===== config.mk =====
export PLATFORM = sky130hd
export DESIGN_NAME = synth_frame_scheduler_flat
export DESIGN_NICKNAME = d
export VERILOG_FILES = /design/src/rtl/synth_pkg.sv /design/src/rtl/synth_frame_scheduler_if.sv /design/src/rtl/note_event_fifo.sv /design/src/rtl/synth_frame_scheduler.sv /design/src/flat_wrapper.sv
export SDC_FILE = /design/constraint.sdc
export NUM_CORES = 1
export LEC_CHECK = 0
export ABC_CLOCK_PERIOD_IN_PS = 3600
export CAP_MARGIN = 20
export CORE_MARGIN = 1.5
export CORE_UTILIZATION = 49
export DETAILED_ROUTE_END_ITERATION = 12
export PLACE_DENSITY_LB_ADDON = 0.1
export SETUP_SLACK_MARGIN = 0.4
export SLEW_MARGIN = 20
export SYNTH_ARGS = -nofsm -noshare
export SYNTH_HDL_FRONTEND = slang
export SYNTH_HIERARCHICAL = 1
export SYNTH_SLANG_ARGS = --single-unit

===== constraint.sdc =====
create_clock -name OSC_CLK -period 3.6 [get_ports OSC_CLK]
set_clock_uncertainty 0.05 [all_clocks]
set_input_delay 0.72 -clock OSC_CLK [delete_from_list [all_inputs] [get_ports OSC_CLK]]
set_output_delay 0.72 -clock OSC_CLK [all_outputs]
set_load 0.005 [all_outputs]

===== src/rtl/synth_pkg.sv =====
// Shared types and default sizing for the synth frame scheduler: note event record,
// slot-count constants and the frame FSM state encoding.
package synth_pkg;

    localparam int DEF_VOICES   = 8;
    localparam int DEF_V_OSC    = 4;
    localparam int DEF_O_ENVS   = 2;
    localparam int DEF_V_WIDTH  = 3;
    localparam int DEF_E_WIDTH  = 3;
    localparam int DEF_EV_DEPTH = 4;

    localparam int V_ENVS     = DEF_V_OSC * DEF_O_ENVS;
    localparam int SLOT_COUNT = DEF_VOICES * V_ENVS;

    typedef struct packed {
        logic [DEF_V_WIDTH-1:0] key_adr;
        logic [7:0]             key_val;
        logic [7:0]             vel_on;
    } note_ev_t;

    typedef enum logic {
        ST_IDLE = 1'b0,
        ST_RUN  = 1'b1
    } state_t;

endpackage


===== src/rtl/synth_frame_scheduler_if.sv =====
// Signal bundle between the voice engine control side (master) and the frame scheduler (slave).
interface synth_frame_scheduler_if
    import synth_pkg::*;
#(
    parameter int VOICES  = DEF_VOICES,
    parameter int V_WIDTH = DEF_V_WIDTH,
    parameter int E_WIDTH = DEF_E_WIDTH
);
    logic                       trig;
    logic                       note_on;
    logic [V_WIDTH-1:0]         cur_key_adr;
    logic [7:0]                 cur_key_val;
    logic [7:0]                 cur_vel_on;
    logic [VOICES-1:0]          keys_on;

    logic [V_WIDTH+E_WIDTH-1:0] xxxx;
    logic                       xxxx_zero;
    logic                       frame_busy;
    logic                       reg_note_on;
    logic [V_WIDTH-1:0]         reg_cur_key_adr;
    logic [7:0]                 reg_cur_key_val;
    logic [7:0]                 reg_cur_vel_on;
    logic [VOICES-1:0]          reg_keys_on;
    logic                       ev_overflow;
    logic                       frame_overrun;

    modport master (
        output trig, note_on, cur_key_adr, cur_key_val, cur_vel_on, keys_on,
        input  xxxx, xxxx_zero, frame_busy, reg_note_on, reg_cur_key_adr,
               reg_cur_key_val, reg_cur_vel_on, reg_keys_on, ev_overflow, frame_overrun
    );

    modport slave (
        input  trig, note_on, cur_key_adr, cur_key_val, cur_vel_on, keys_on,
        output xxxx, xxxx_zero, frame_busy, reg_note_on, reg_cur_key_adr,
               reg_cur_key_val, reg_cur_vel_on, reg_keys_on, ev_overflow, frame_overrun
    );

endinterface


===== src/rtl/note_event_fifo.sv =====
// Note-event FIFO with wrap-bit pointers; optional coalescing of a push into the newest
// un-popped entry when the voice matches (enabled through the coalesce port).
module note_event_fifo
    import synth_pkg::*;
#(
    parameter int EV_DEPTH = DEF_EV_DEPTH
) (
    input  logic     clk,
    input  logic     srst,
    input  logic     coalesce,
    input  logic     push,
    input  note_ev_t push_data,
    input  logic     pop,
    output note_ev_t head,
    output logic     full,
    output logic     empty,
    output logic     merged
);
    localparam int EV_AW = $clog2(EV_DEPTH);
    localparam logic [EV_AW:0] PTR_ONE = 1;

    note_ev_t         mem [EV_DEPTH];
    logic [EV_AW:0]   wr_ptr_reg;
    logic [EV_AW:0]   rd_ptr_reg;
    logic [EV_AW:0]   newest_ptr;
    logic [EV_AW:0]   count;
    logic [EV_AW-1:0] wr_idx;
    logic             do_pop;
    logic             do_push;

    assign empty      = (wr_ptr_reg == rd_ptr_reg);
    assign full       = (wr_ptr_reg[EV_AW] != rd_ptr_reg[EV_AW]) &&
                        (wr_ptr_reg[EV_AW-1:0] == rd_ptr_reg[EV_AW-1:0]);
    assign head       = mem[rd_ptr_reg[EV_AW-1:0]];
    assign newest_ptr = wr_ptr_reg - PTR_ONE;
    assign count      = wr_ptr_reg - rd_ptr_reg;
    assign do_pop     = pop && !empty;

    // A merge is only safe if the newest entry survives this cycle's pop.
    assign merged  = coalesce && push && !empty &&
                     (mem[newest_ptr[EV_AW-1:0]].key_adr == push_data.key_adr) &&
                     !(do_pop && (count == PTR_ONE));
    assign do_push = push && !merged && (!full || do_pop);
    assign wr_idx  = merged ? newest_ptr[EV_AW-1:0] : wr_ptr_reg[EV_AW-1:0];

    always_ff @(posedge clk) begin
        if (!srst && (merged || do_push)) begin
            mem[wr_idx] <= push_data;
        end
    end

    always_ff @(posedge clk) begin
        if (srst) begin
            wr_ptr_reg <= '0;
            rd_ptr_reg <= '0;
        end else begin
            if (do_push) begin
                wr_ptr_reg <= wr_ptr_reg + PTR_ONE;
            end
            if (do_pop) begin
                rd_ptr_reg <= rd_ptr_reg + PTR_ONE;
            end
        end
    end

endmodule


===== src/rtl/synth_frame_scheduler.sv =====
// Frame slot sequencer with queued note-event application at frame start.
// Optional build macro EV_COALESCE_EN: same-voice pushes overwrite the newest queued event.
module synth_frame_scheduler
    import synth_pkg::*;
#(
    parameter int VOICES   = DEF_VOICES,
    parameter int V_OSC    = DEF_V_OSC,
    parameter int O_ENVS   = DEF_O_ENVS,
    parameter int V_WIDTH  = DEF_V_WIDTH,
    parameter int E_WIDTH  = DEF_E_WIDTH,
    parameter int EV_DEPTH = DEF_EV_DEPTH
) (
    input logic                    OSC_CLK,
    input logic                    reset_reg,
    synth_frame_scheduler_if.slave bus
);
    localparam int SW    = V_WIDTH + E_WIDTH;
    localparam int SLOTS = VOICES * V_OSC * O_ENVS;
    localparam logic [SW-1:0] LAST_SLOT = SW'(SLOTS - 1);
    localparam logic [SW-1:0] SLOT_ONE  = 1;

`ifdef EV_COALESCE_EN
    localparam logic COALESCE = 1'b1;
`else
    localparam logic COALESCE = 1'b0;
`endif

    state_t            state_reg;
    state_t            state_next;
    logic [SW-1:0]     slot_reg;
    logic              last_slot;
    logic              accept;
    logic              overrun_hit;

    note_ev_t          push_ev;
    note_ev_t          head_ev;
    logic              fifo_full;
    logic              fifo_empty;
    logic              fifo_merged;
    logic              drop;

    logic              note_reg;
    note_ev_t          cur_reg;
    logic [VOICES-1:0] keys_reg;
    logic              ev_overflow_reg;
    logic              frame_overrun_reg;

    assign last_slot   = (slot_reg == LAST_SLOT);
    assign accept      = (state_reg == ST_IDLE) && bus.trig;
    assign overrun_hit = (state_reg == ST_RUN) && bus.trig;

    assign push_ev.key_adr = bus.cur_key_adr;
    assign push_ev.key_val = bus.cur_key_val;
    assign push_ev.vel_on  = bus.cur_vel_on;

    note_event_fifo #(
        .EV_DEPTH (EV_DEPTH)
    ) u_fifo (
        .clk       (OSC_CLK),
        .srst      (reset_reg),
        .coalesce  (COALESCE),
        .push      (bus.note_on),
        .push_data (push_ev),
        .pop       (accept),
        .head      (head_ev),
        .full      (fifo_full),
        .empty     (fifo_empty),
        .merged    (fifo_merged)
    );

    // A push into a full FIFO survives only if the frame start frees a slot in the same cycle.
    assign drop = bus.note_on && !fifo_merged && fifo_full && !(accept && !fifo_empty);

    always_ff @(posedge OSC_CLK) begin
        if (reset_reg) begin
            state_reg <= ST_IDLE;
            slot_reg  <= '0;
        end else begin
            state_reg <= state_next;
            if ((state_reg == ST_RUN) && !last_slot) begin
                slot_reg <= slot_reg + SLOT_ONE;
            end else begin
                slot_reg <= '0;
            end
        end
    end

    always_comb begin
        state_next = state_reg;
        case (state_reg)
            ST_IDLE: if (bus.trig) state_next = ST_RUN;
            ST_RUN:  if (last_slot) state_next = ST_IDLE;
            default: state_next = ST_IDLE;
        endcase
    end

    always_comb begin
        bus.xxxx       = slot_reg;
        bus.frame_busy = (state_reg == ST_RUN);
        bus.xxxx_zero  = (state_reg == ST_RUN) && (slot_reg == '0);
    end

    always_ff @(posedge OSC_CLK) begin
        if (reset_reg) begin
            note_reg          <= 1'b0;
            cur_reg           <= '0;
            keys_reg          <= '0;
            ev_overflow_reg   <= 1'b0;
            frame_overrun_reg <= 1'b0;
        end else begin
            if (accept) begin
                keys_reg <= bus.keys_on;
                note_reg <= !fifo_empty;
                if (!fifo_empty) begin
                    cur_reg <= head_ev;
                end
            end else if ((state_reg == ST_RUN) && last_slot) begin
                note_reg <= 1'b0;
            end
            if (drop) begin
                ev_overflow_reg <= 1'b1;
            end
            if (overrun_hit) begin
                frame_overrun_reg <= 1'b1;
            end
        end
    end

    assign bus.reg_note_on     = note_reg;
    assign bus.reg_cur_key_adr = cur_reg.key_adr;
    assign bus.reg_cur_key_val = cur_reg.key_val;
    assign bus.reg_cur_vel_on  = cur_reg.vel_on;
    assign bus.reg_keys_on     = keys_reg;
    assign bus.ev_overflow     = ev_overflow_reg;
    assign bus.frame_overrun   = frame_overrun_reg;

endmodule

===== src/flat_wrapper.sv =====
// flat-port wrapper written by rule: the top's interface ports become plain ports
module synth_frame_scheduler_flat import synth_pkg::*;
#(
    parameter int VOICES   = DEF_VOICES,
    parameter int V_OSC    = DEF_V_OSC,
    parameter int O_ENVS   = DEF_O_ENVS,
    parameter int V_WIDTH  = DEF_V_WIDTH,
    parameter int E_WIDTH  = DEF_E_WIDTH,
    parameter int EV_DEPTH = DEF_EV_DEPTH
)
  (OSC_CLK, reset_reg, bus_trig, bus_note_on, bus_cur_key_adr, bus_cur_key_val, bus_cur_vel_on, bus_keys_on, bus_xxxx, bus_xxxx_zero, bus_frame_busy, bus_reg_note_on, bus_reg_cur_key_adr, bus_reg_cur_key_val, bus_reg_cur_vel_on, bus_reg_keys_on, bus_ev_overflow, bus_frame_overrun);
  synth_frame_scheduler_if #(.VOICES(VOICES), .V_WIDTH(V_WIDTH), .E_WIDTH(E_WIDTH)) bus_i ();
  input logic OSC_CLK;
  input logic reset_reg;
  input wire logic [$bits(bus_i.trig)-1:0] bus_trig;
  input wire logic [$bits(bus_i.note_on)-1:0] bus_note_on;
  input wire logic [$bits(bus_i.cur_key_adr)-1:0] bus_cur_key_adr;
  input wire logic [$bits(bus_i.cur_key_val)-1:0] bus_cur_key_val;
  input wire logic [$bits(bus_i.cur_vel_on)-1:0] bus_cur_vel_on;
  input wire logic [$bits(bus_i.keys_on)-1:0] bus_keys_on;
  output wire logic [$bits(bus_i.xxxx)-1:0] bus_xxxx;
  output wire logic [$bits(bus_i.xxxx_zero)-1:0] bus_xxxx_zero;
  output wire logic [$bits(bus_i.frame_busy)-1:0] bus_frame_busy;
  output wire logic [$bits(bus_i.reg_note_on)-1:0] bus_reg_note_on;
  output wire logic [$bits(bus_i.reg_cur_key_adr)-1:0] bus_reg_cur_key_adr;
  output wire logic [$bits(bus_i.reg_cur_key_val)-1:0] bus_reg_cur_key_val;
  output wire logic [$bits(bus_i.reg_cur_vel_on)-1:0] bus_reg_cur_vel_on;
  output wire logic [$bits(bus_i.reg_keys_on)-1:0] bus_reg_keys_on;
  output wire logic [$bits(bus_i.ev_overflow)-1:0] bus_ev_overflow;
  output wire logic [$bits(bus_i.frame_overrun)-1:0] bus_frame_overrun;
  assign bus_i.trig = bus_trig;
  assign bus_i.note_on = bus_note_on;
  assign bus_i.cur_key_adr = bus_cur_key_adr;
  assign bus_i.cur_key_val = bus_cur_key_val;
  assign bus_i.cur_vel_on = bus_cur_vel_on;
  assign bus_i.keys_on = bus_keys_on;
  assign bus_xxxx = bus_i.xxxx;
  assign bus_xxxx_zero = bus_i.xxxx_zero;
  assign bus_frame_busy = bus_i.frame_busy;
  assign bus_reg_note_on = bus_i.reg_note_on;
  assign bus_reg_cur_key_adr = bus_i.reg_cur_key_adr;
  assign bus_reg_cur_key_val = bus_i.reg_cur_key_val;
  assign bus_reg_cur_vel_on = bus_i.reg_cur_vel_on;
  assign bus_reg_keys_on = bus_i.reg_keys_on;
  assign bus_ev_overflow = bus_i.ev_overflow;
  assign bus_frame_overrun = bus_i.frame_overrun;
  synth_frame_scheduler #(.VOICES(VOICES), .V_OSC(V_OSC), .O_ENVS(O_ENVS), .V_WIDTH(V_WIDTH), .E_WIDTH(E_WIDTH), .EV_DEPTH(EV_DEPTH)) u_core (.OSC_CLK(OSC_CLK), .reset_reg(reset_reg), .bus(bus_i));
endmodule

==> results_dict.tcl, run 1 <==
set metrics [dict create \
    fin_nets 471 \
    synth-seq-area-share 0.657 \
    synthCells 353 \
    instances_no_fill 579 \
    cp.required_ps 2830 \
    status "finished clean" \
    finalHoldViolations 0 \
    synth_seq_cells 121 \
    fp.dieH_um 102 \
    cts_hold_buf 0 \
    cp-start-kind "flip-flop" \
    ys.flop_type "edfxtp_1" \
    place_congestion 0.848 \
    rsz0062_at_grt "false" \
    syn_area_per_cell_um2 13.7 \
    grt_antenna_before_repair 0 \
    die_x_um 102 \
    largest_reg_flops 76 \
    use_met3 0.0499 \
    grt_max_degree 27 \
    cts_buffer_depth 2 \
    min-delay-path-class "flip-flop to flip-flop" \
    netSwitchingFraction 0.284 \
    regMostFlops "u_core/u_fifo/mem" \
    synth_edf_count 76 \
    tightest_slew_ps 990 \
    grt_util_all_layers 0.201 \
    grt_pass1_vias 3073 \
    multi_input_area_um2 1590 \
    max_slew_margin 0.339 \
    initial_utilization 0.500 \
    diodes 0 \
    ioPinCount 69 \
    gr-usage-met1 0.253 \
    drive_gt1_frac 0.159 \
    cts_htree_levels 4 \
    place_worst_setup_slack_ps 374 \
    cts_tree "yes" \
    p_clk_frac 0.356 \
    cts-buffers-inserted 17 \
    reg2reg_to "u_core/u_fifo/mem[3][10]$_DFFE_PP_" \
    core_um2 9680 \
    p_sw_mw 1.32 \
    cell_internal_pwr_mw 3.33 \
    area_delta_synth_final_pct 30.1 \
    p_total_mw 4.65 \
    drc 0 \
    grt_overflow 0 \
    p_leak_nw 2.12 \
    busiest_layer "met2" \
    numPlacedInstances 547 \
    hold_ws_ps 401 \
    seq_power_share 0.393 \
    drtIter0Drc 172 \
    hold_path_depth 2 \
    grt_use_met2 0.343 \
    path_clk_slew_ps 60 \
    fin_crit_sh 0.822 \
    fillerInstances 716 \
    end_kind "primary output" \
    vias 3050 \
    worstReg2RegStart "u_core/u_fifo/wr_ptr_reg[0]$_SDFFE_PP0P_" \
    grt_pass1_wl_mm 15.4 \
    slew_violations 0 \
    setup_ws_ps 642 \
    via_per_inst 5.27 \
    yosysWarningCount 6 \
    cts.repair.resized 0 \
    ff2ff_path_depth 8 \
    cts_root_buffer "clkbuf_8" \
    cap_violations 0 \
    clkLatencyLatePin_ps 490 \
    cp_data_arrival_time_ps 2190 \
    synthesis.area_um2 4850 \
    dp_hpwl_mm 6.02 \
    path_class "flip-flop to primary output" \
    cp_max_fo 5 \
    async_flop_share 0 \
    drtPass1Iterations 4 \
    final_common_cell "edfxtp_1" \
    wl_per_cell_um 16.6 \
    timing.final.crit_period_ps 2960 \
    mappedNetlistNets 391 \
    final_cell_mix "edfxtp_1, clkdlybuf4s50_1, nand2_1" \
    reg2reg_slack_ps 650 \
    whs_endpoint "u_core/bus.reg_cur_key_adr[2]$_SDFFE_PP0P_" \
    std_cell_rows 36 \
    power_density_nw_per_um2 738 \
    yosysUniqueCellTypes 49 \
    dieArea_um2 10500 \
    fmax_mhz 338 \
    totalWireLength_mm 9.62 \
    ant_nets 0 \
    portBuffers 68 \
    setup_viol 0 \
    cts_setup_buffers 0 \
    hp-start "u_core/bus.reg_cur_key_adr[2]$_SDFFE_PP0P_" \
    tns_ps 0 \
    p_comb_frac 0.251 \
    peakVddDrop_uv 398 \
    seqCellArea_um2 3180 \
    cts_sinks 121 \
]
[per-layer routing]
layer	wire length [um]	up-vias
li1	-	1459
met1	4200	1505
met2	4850	82
met3	505	4
met4	66	0
met5	0	-
[Yosys cell counts (all sizes together) (2+ instances only)]
library cell	number	area (um2)
a21oi	33	165
buf	9	57.6
clkbuf	6	22.5
dfxtp	45	901
edfxtp	76	2280
ha	6	75.1
inv	11	41.3
mux2i	6	60.1
mux4	20	450
nand2	64	240
nand2b	2	12.5
nand3	10	50.1
nor2	15	56.3
nor3	3	15.0
o211ai	2	15.0
o21ai	4	23.8
o22ai	2	12.5
o32ai	2	25.0
or3	3	18.8
or3b	2	17.5
xnor2	7	68.8
xor2	4	35.0
[worst max-delay path, cell delays in order, from the launching register on]
cell and delay (ps):
dfxtp_1 350, inv_1 70, ha_1 150, or4bb_1 470, nor3_1 140, clkdlybuf4s50_1 520
[worst max-delay path by stage]
stage,cells past startpoint,endpoint,slack [ps],startpoint
finish,5,bus_xxxx_zero,640,u_core/bus.xxxx[0]$_SDFF_PP0_
CTS,5,bus_xxxx_zero,620,u_core/bus.xxxx[0]$_SDFF_PP0_
floorplan,7,u_core/u_fifo/mem[1][0]$_DFFE_PP_,570,bus_trig
global placement,8,u_core/u_fifo/mem[3][13]$_DFFE_PP_,440,bus_trig
global route,8,u_core/u_fifo/mem[3][0]$_DFFE_PP_,450,u_core/u_fifo/wr_ptr_reg[0]$_SDFFE_PP0P_
detailed placement,8,u_core/u_fifo/mem[3][13]$_DFFE_PP_,370,bus_trig
[through the flow]
| stage | instance area (um2) | utilization |
|---|---|---|
| 2_1_floorplan | 4850 | - |
| 3_3_place_gp | 5720 | 0.590 |
| 3_5_place_dp | 5720 | 0.590 |
| 4_1_cts | 6300 | 0.651 |
| 5_1_grt | 6300 | 0.651 |
| 6_report | 6300 | 0.651 |
[kinds of logic after synthesis]
kind of cell	after synthesis	synth area share
adder cells (fa/ha/maj)	7	0.0196
multiplexers	27	0.108
AND/OR/NAND/NOR	107	0.0984
AO/OA/AOI/OAI	52	0.0687
other	1	0.000774
XOR/XNOR	11	0.0214
buffers and inverters	27	0.0258
flip-flops	121	0.657
[cell type report]
cell class,instances,area share
multi-input cells,205,0.252
repair buffers,76,0.117
clock buffers,17,0.0657
well taps,133,0.0264
clock inverters,15,0.0274
flip-flops and latches,121,0.505
inverters,12,0.00715
[power by group through the flow]
stage	Clock, mW	Combinational (mW)	Sequential [mW]
floorplan	0	0.792	1.82
global placement	0	1.16	1.84
detailed placement	0	1.18	1.85
CTS	1.68	1.19	1.83
global route	1.74	1.29	1.85
finish	1.65	1.17	1.83
(Power assumes the default switching activity.)
==> run 2: changes to the inputs <==
ABC_CLOCK_PERIOD_IN_PS = 2900   (was 3600)
CORE_UTILIZATION = 54   (was 49)
clock period = 2.9 ns   (was 3.6 ns; I/O delays follow)
==> run 2 against run 1 <==
Combinational power up 57%. Final area rose by 4.6%. Hold slack better by 3.9 ps. Clock power rose by 18%. Register-to-register slack lost 210 ps. Critical path depth rose by 4. Core utilization grew 11 points. Power rose by 30%. Sequential share of layout area fell by 2.1 points. Die area down 9.0%. Non-clock buffer count up 19. Highest routed layer unchanged.
==> results_dict.tcl, run 2 (synthesis gave the netlist of run 1 again) <==
set metrics [dict create \
    max_slew_margin 0.527 \
    end_kind "flip-flop" \
    cts_buffer_depth 2 \
    grt_pass1_vias 3155 \
    fin_nets 490 \
    grt_max_degree 44 \
    ff2ff_path_depth 9 \
    numPlacedInstances 531 \
    power_density_nw_per_um2 916 \
    hold_ws_ps 405 \
    grt_util_all_layers 0.225 \
    cp_top_family "compound AO/OA/AOI/OAI gates" \
    wl_per_cell_um 18.5 \
    fin_area_um2 6590 \
    final_cell_mix "edfxtp_1, clkdlybuf4s50_1, nand2_1" \
    path_clk_slew_ps 60 \
    diodes 0 \
    instances_no_fill 573 \
    cp-start-kind "flip-flop" \
    min-delay-path-class "flip-flop to flip-flop" \
    cts_root_buffer "clkbuf_8" \
    grt_overflow 0 \
    hp-start "u_core/bus.reg_keys_on[4]$_SDFFE_PP0P_" \
    tns_ps 0 \
    via_per_inst 5.59 \
    netSwitchingFraction 0.302 \
    totalWireLength_mm 10.6 \
    crit_path_cell_trace "ha_4, mux2i_4, xnor2_2, nor2_2, o211a_4, buf_6, o32ai_4, buf_6, clkbuf_16" \
    ioPinCount 69 \
    area_delta_synth_final_pct 36.0 \
    drive_gt1_frac 0.237 \
    place_worst_setup_slack_ps 140 \
    cp_num_cells 9 \
    place_area_um2 5790 \
    fp.dieH_um 97.7 \
    crit_start "u_core/u_fifo/wr_ptr_reg[1]$_SDFFE_PP0P_" \
    cts_sinks 121 \
    cts_tree "yes" \
    drc 0 \
    cp_data_arrival_time_ps 2640 \
    core_um2 8720 \
    rsz0062_at_grt "false" \
    cp_max_fo 5 \
    slew_violations 0 \
    ant_nets 0 \
    p_sw_mw 1.82 \
    fmax_mhz 407 \
    p_leak_nw 2.25 \
    drtIter0Drc 180 \
    critPathBufInv 3 \
    worstReg2RegStart "u_core/u_fifo/wr_ptr_reg[1]$_SDFFE_PP0P_" \
    largest_reg_flops 76 \
    cp.required_ps 3080 \
    drtPass1Iterations 4 \
    regMostFlops "u_core/u_fifo/mem" \
    cts-buffers-inserted 17 \
    reg2reg_slack_ps 440 \
    path_class "flip-flop to flip-flop" \
    status "finished clean" \
    peakVddDrop_uv 697 \
    cp_common_cell "buf_6" \
    slowest_stage "dfxtp_4" \
    dp_hpwl_mm 6.21 \
    initial_utilization 0.556 \
    timing.final.crit_period_ps 2460 \
    whs_endpoint "u_core/bus.reg_keys_on[4]$_SDFFE_PP0P_" \
    hold_path_depth 2 \
    setup_ws_ps 444 \
    vias 3201 \
    tightest_slew_ps 709 \
    grt_pass1_wl_mm 16.2 \
    cell_internal_pwr_mw 4.22 \
    place_congestion 0.757 \
    grt_antenna_before_repair 0 \
    dieArea_um2 9550 \
    setup_viol 0 \
    portBuffers 68 \
    cts_htree_levels 4 \
    slowest_delay_ps 360 \
    die_x_um 97.7 \
    p_clk_frac 0.321 \
    p_comb_frac 0.305 \
    final_common_cell "edfxtp_1" \
    std_cell_rows 34 \
    seq_power_share 0.374 \
    cap_violations 0 \
    clkLatencyLatePin_ps 500 \
    fin_crit_sh 0.847 \
    reg2reg_to "u_core/u_fifo/mem[3][11]$_DFFE_PP_" \
    finalHoldViolations 0 \
]
[run 2: cell count changes in the layout (fill, tap and decap cells not counted), sizes merged]
cell	delta
inv	+3
clkinv	-1
clkdlybuf4s50	-1
buf	+18
bufinv	-2
clkbuf	+2
[run 2: routing by layer]
layer	global-route usage	vias to the layer above	wire, um
met5	0	-	0
met4	0.0791	0	170
met3	0.0594	15	521
met2	0.369	103	5400
met1	0.294	1582	4530
li1	-	1501	-
[run 2: through the flow]
step / utilization / power (mW)
floorplan: - / 3.29
global placement: 0.664 / 3.80
global route: 0.756 / 6.31
finish: 0.756 / 6.04
CTS: 0.742 / 5.90
detailed placement: 0.664 / 3.84
[run 2: layout make-up]
| cell class | count | area (um2) |
|---|---|---|
| Multi-Input combinational cell | 205 | 1680 |
| Tap cell | 108 | 135 |
| Clock inverter | 15 | 141 |
| Fill cell | 552 | 2130 |
| Sequential cell | 121 | 3190 |
| Clock buffer | 17 | 414 |
| Timing Repair Buffer | 95 | 988 |
| Inverter | 12 | 46.3 |
[run 2: power by group through the flow]
stage          clock network [mW]  registers (mW)  logic [mW]
2_1_floorplan                   0            2.26        1.03
3_3_place_gp                    0            2.27        1.54
3_5_place_dp                    0            2.28        1.56
4_1_cts                      1.96            2.26        1.68
5_1_grt                      2.05            2.29        1.97
6_report                     1.94            2.26        1.84
[run 2: repair_timing]
action	4_1_cts	5_1_grt
resized for setup	11	16
setup endpoints to repair	77	50
hold buffers	0	0
cloned	1	1
pin swaps	2	6
buffers inserted	5	3
[run 2: how the worst max path moves through the flow]
stage	end
after floorplan	u_core/u_fifo/mem[1][0]$_DFFE_PP_
after global placement	u_core/u_fifo/mem[0][9]$_DFFE_PP_
after detailed placement	u_core/u_fifo/mem[0][9]$_DFFE_PP_
after CTS	bus_xxxx_zero
after global routing	u_core/u_fifo/mem[3][4]$_DFFE_PP_
final	u_core/u_fifo/mem[3][11]$_DFFE_PP_
[run 2: tightest hold or removal path, delay by kind of cell, from the launching register on]
kind / cells / cell delay [ps]
DFF: 1 / 310
and+or+nand+nor: 1 / 50
AOI/OAI and AO/OA: 1 / 50
==> run 3: changes to the inputs <==
ABC_CLOCK_PERIOD_IN_PS = 2000   (was 2900)
CORE_UTILIZATION = 49   (was 54)
clock period = 2 ns   (was 2.9 ns; I/O delays follow)
==> run 3 against run 2 <==
The flow now finishes with violations (setup timing). Flip-flop and latch count stayed put. Sequential power is 47% higher. Core utilization is 0.36 points lower.
==> results_dict.tcl, run 3 (synthesis gave the netlist of run 1 again) <==
set metrics [dict create \
    drive_gt1_frac 0.419 \
    cp_top_family "compound AO/OA/AOI/OAI gates" \
    setup_ws_ps -348 \
    status "finished, violations left" \
    grt_util_all_layers 0.230 \
    cap_violations 0 \
    worstReg2RegStart "u_core/u_fifo/wr_ptr_reg[1]$_SDFFE_PP0P_" \
    fin_nets 529 \
    fin_crit_sh 1.17 \
    cts_sinks 121 \
    core_um2 9680 \
    cts_hold_buf 0 \
    cts_root_buffer "clkbuf_8" \
    place_worst_setup_slack_ps -425 \
    fillerInstances 610 \
    fmax_mhz 426 \
    via_per_inst 5.28 \
    clkLatencyLatePin_ps 510 \
    final_util 0.752 \
    diodes 0 \
    place_congestion 0.833 \
    cp-start-kind "flip-flop" \
    drtIter0Drc 175 \
    ff2ff_path_depth 8 \
    grt_overflow 0 \
    reg2reg_slack_ps -350 \
    dieArea_um2 10500 \
    final_cell_mix "edfxtp_1, buf_4, nand2_1" \
    path_clk_slew_ps 60 \
    crit_path_cell_trace "ha_4, mux2i_4, xnor2_2, nor2_2, o211a_4, o32ai_4, buf_12, buf_12" \
    cts_htree_levels 4 \
    wl_per_cell_um 18.4 \
    ioPinCount 69 \
    hold_path_depth 2 \
    busiest_layer "met2" \
    cts_buffer_depth 2 \
    vias 3366 \
    dp_hpwl_mm 6.67 \
    grt_pass1_vias 3367 \
    slew_violations 0 \
    multi_input_area_um2 1880 \
    cts-buffers-inserted 17 \
    grt_antenna_before_repair 0 \
    fp.dieH_um 102 \
    drtPass1Iterations 4 \
    slowest_stage "ha_4" \
    ant_nets 0 \
    path_class "flip-flop to flip-flop" \
    initial_utilization 0.500 \
    numPlacedInstances 580 \
    largest_reg_flops 76 \
    regMostFlops "u_core/u_fifo/mem" \
    cp_common_cell "buf_12" \
    cp.required_ps 2170 \
    slowest_delay_ps 350 \
    timing.final.crit_period_ps 2350 \
    grt_pass1_wl_mm 17.4 \
    seqCellArea_um2 3220 \
    whs_endpoint "u_core/u_fifo/rd_ptr_reg[2]$_SDFFE_PP0P_" \
    cts_tree "yes" \
    max_slew_margin 0.595 \
    tns_ps -26220 \
    grt_use_met2 0.392 \
    instances_no_fill 637 \
    final_common_cell "edfxtp_1" \
    min-delay-path-class "primary input to flip-flop" \
    peakVddDrop_uv 942 \
    grt_max_degree 32 \
    gr-usage-met1 0.283 \
    failed_checks "setup timing" \
    drc 0 \
    setup_viol 100 \
    cp_max_fo 10 \
    tightest_slew_ps 608 \
    rsz0062_at_grt "true" \
    use_met3 0.0513 \
    power_density_nw_per_um2 1390 \
    p_leak_nw 2.74 \
    std_cell_rows 36 \
    finalHoldViolations 0 \
    totalWireLength_mm 11.7 \
    portBuffers 68 \
    reg2reg_to "u_core/u_fifo/mem[3][16]$_DFFE_PP_" \
    end_kind "flip-flop" \
    area_delta_synth_final_pct 50.3 \
    cp_data_arrival_time_ps 2520 \
    p_total_mw 10.1 \
    critPathBufInv 2 \
    hp-start "reset_reg" \
    die_x_um 102 \
]
-- run 3: stage by stage --
stage | hold slack [ps] | instance area [um2]
2_1_floorplan | 397 | 4970
3_3_place_gp | 390 | 6110
3_5_place_dp | 397 | 6110
4_1_cts | 130 | 7050
5_1_grt | 139 | 7290
6_report | 144 | 7290
-- run 3: worst max-delay path by stage --
stage	startpoint	end	slack (ps)	depth (start not counted)
finish	u_core/u_fifo/wr_ptr_reg[1]$_SDFFE_PP0P_	u_core/u_fifo/mem[3][16]$_DFFE_PP_	-350	8
global route	u_core/u_fifo/wr_ptr_reg[1]$_SDFFE_PP0P_	u_core/u_fifo/mem[3][8]$_DFFE_PP_	-410	8
CTS	u_core/u_fifo/wr_ptr_reg[1]$_SDFFE_PP0P_	u_core/u_fifo/mem[3][16]$_DFFE_PP_	-350	8
detailed placement	bus_trig	u_core/u_fifo/mem[3][9]$_DFFE_PP_	-430	8
global placement	bus_trig	u_core/u_fifo/mem[3][9]$_DFFE_PP_	-410	8
floorplan	u_core/u_fifo/wr_ptr_reg[1]$_SDFFE_PP0P_	u_core/u_fifo/mem[3][0]$_DFFE_PP_	-450	7
-- run 3: area by class of cell --
type | count | area share
Timing Repair Buffer | 134 | 0.183
Clock inverter | 6 | 0.00945
Tap cell | 133 | 0.0228
Multi-Input combinational cell | 205 | 0.258
Inverter | 12 | 0.00721
Sequential cell | 121 | 0.442
Clock buffer | 26 | 0.0776
-- run 3: metal layers --
layer  share of wire  routed length [um]
met5               0                   0
met4           0.014                 162
met3           0.048                 560
met2            0.53                6240
met1            0.41                4750
-- run 3: power breakdown --
part           leakage (nW)  total, mW  switching (mW)  internal [mW]
sequential             1.07       3.32           0.218           3.10
clock                 0.317       3.13            1.07           2.06
combinational          1.35       3.68            1.69           1.99
total                  2.74       10.1            2.98           7.14
-- run 3: what timing repair did --
item,4_1_cts,5_1_grt
pin swaps,9,5
gates cloned,1,4
endpoints found under the setup margin,143,118
gates resized for setup,121,34
buffers inserted,12,8
-- run 3: worst register-to-register path, delay by kind of cell (launching register included) --
kind            cells  cell delay [ps]
buf+inv             2              300
flops               1              340
xor+xnor            1              160
fa+ha+maj           1              350
compound gates      2              520
mux                 1              270
simple gates        1               80
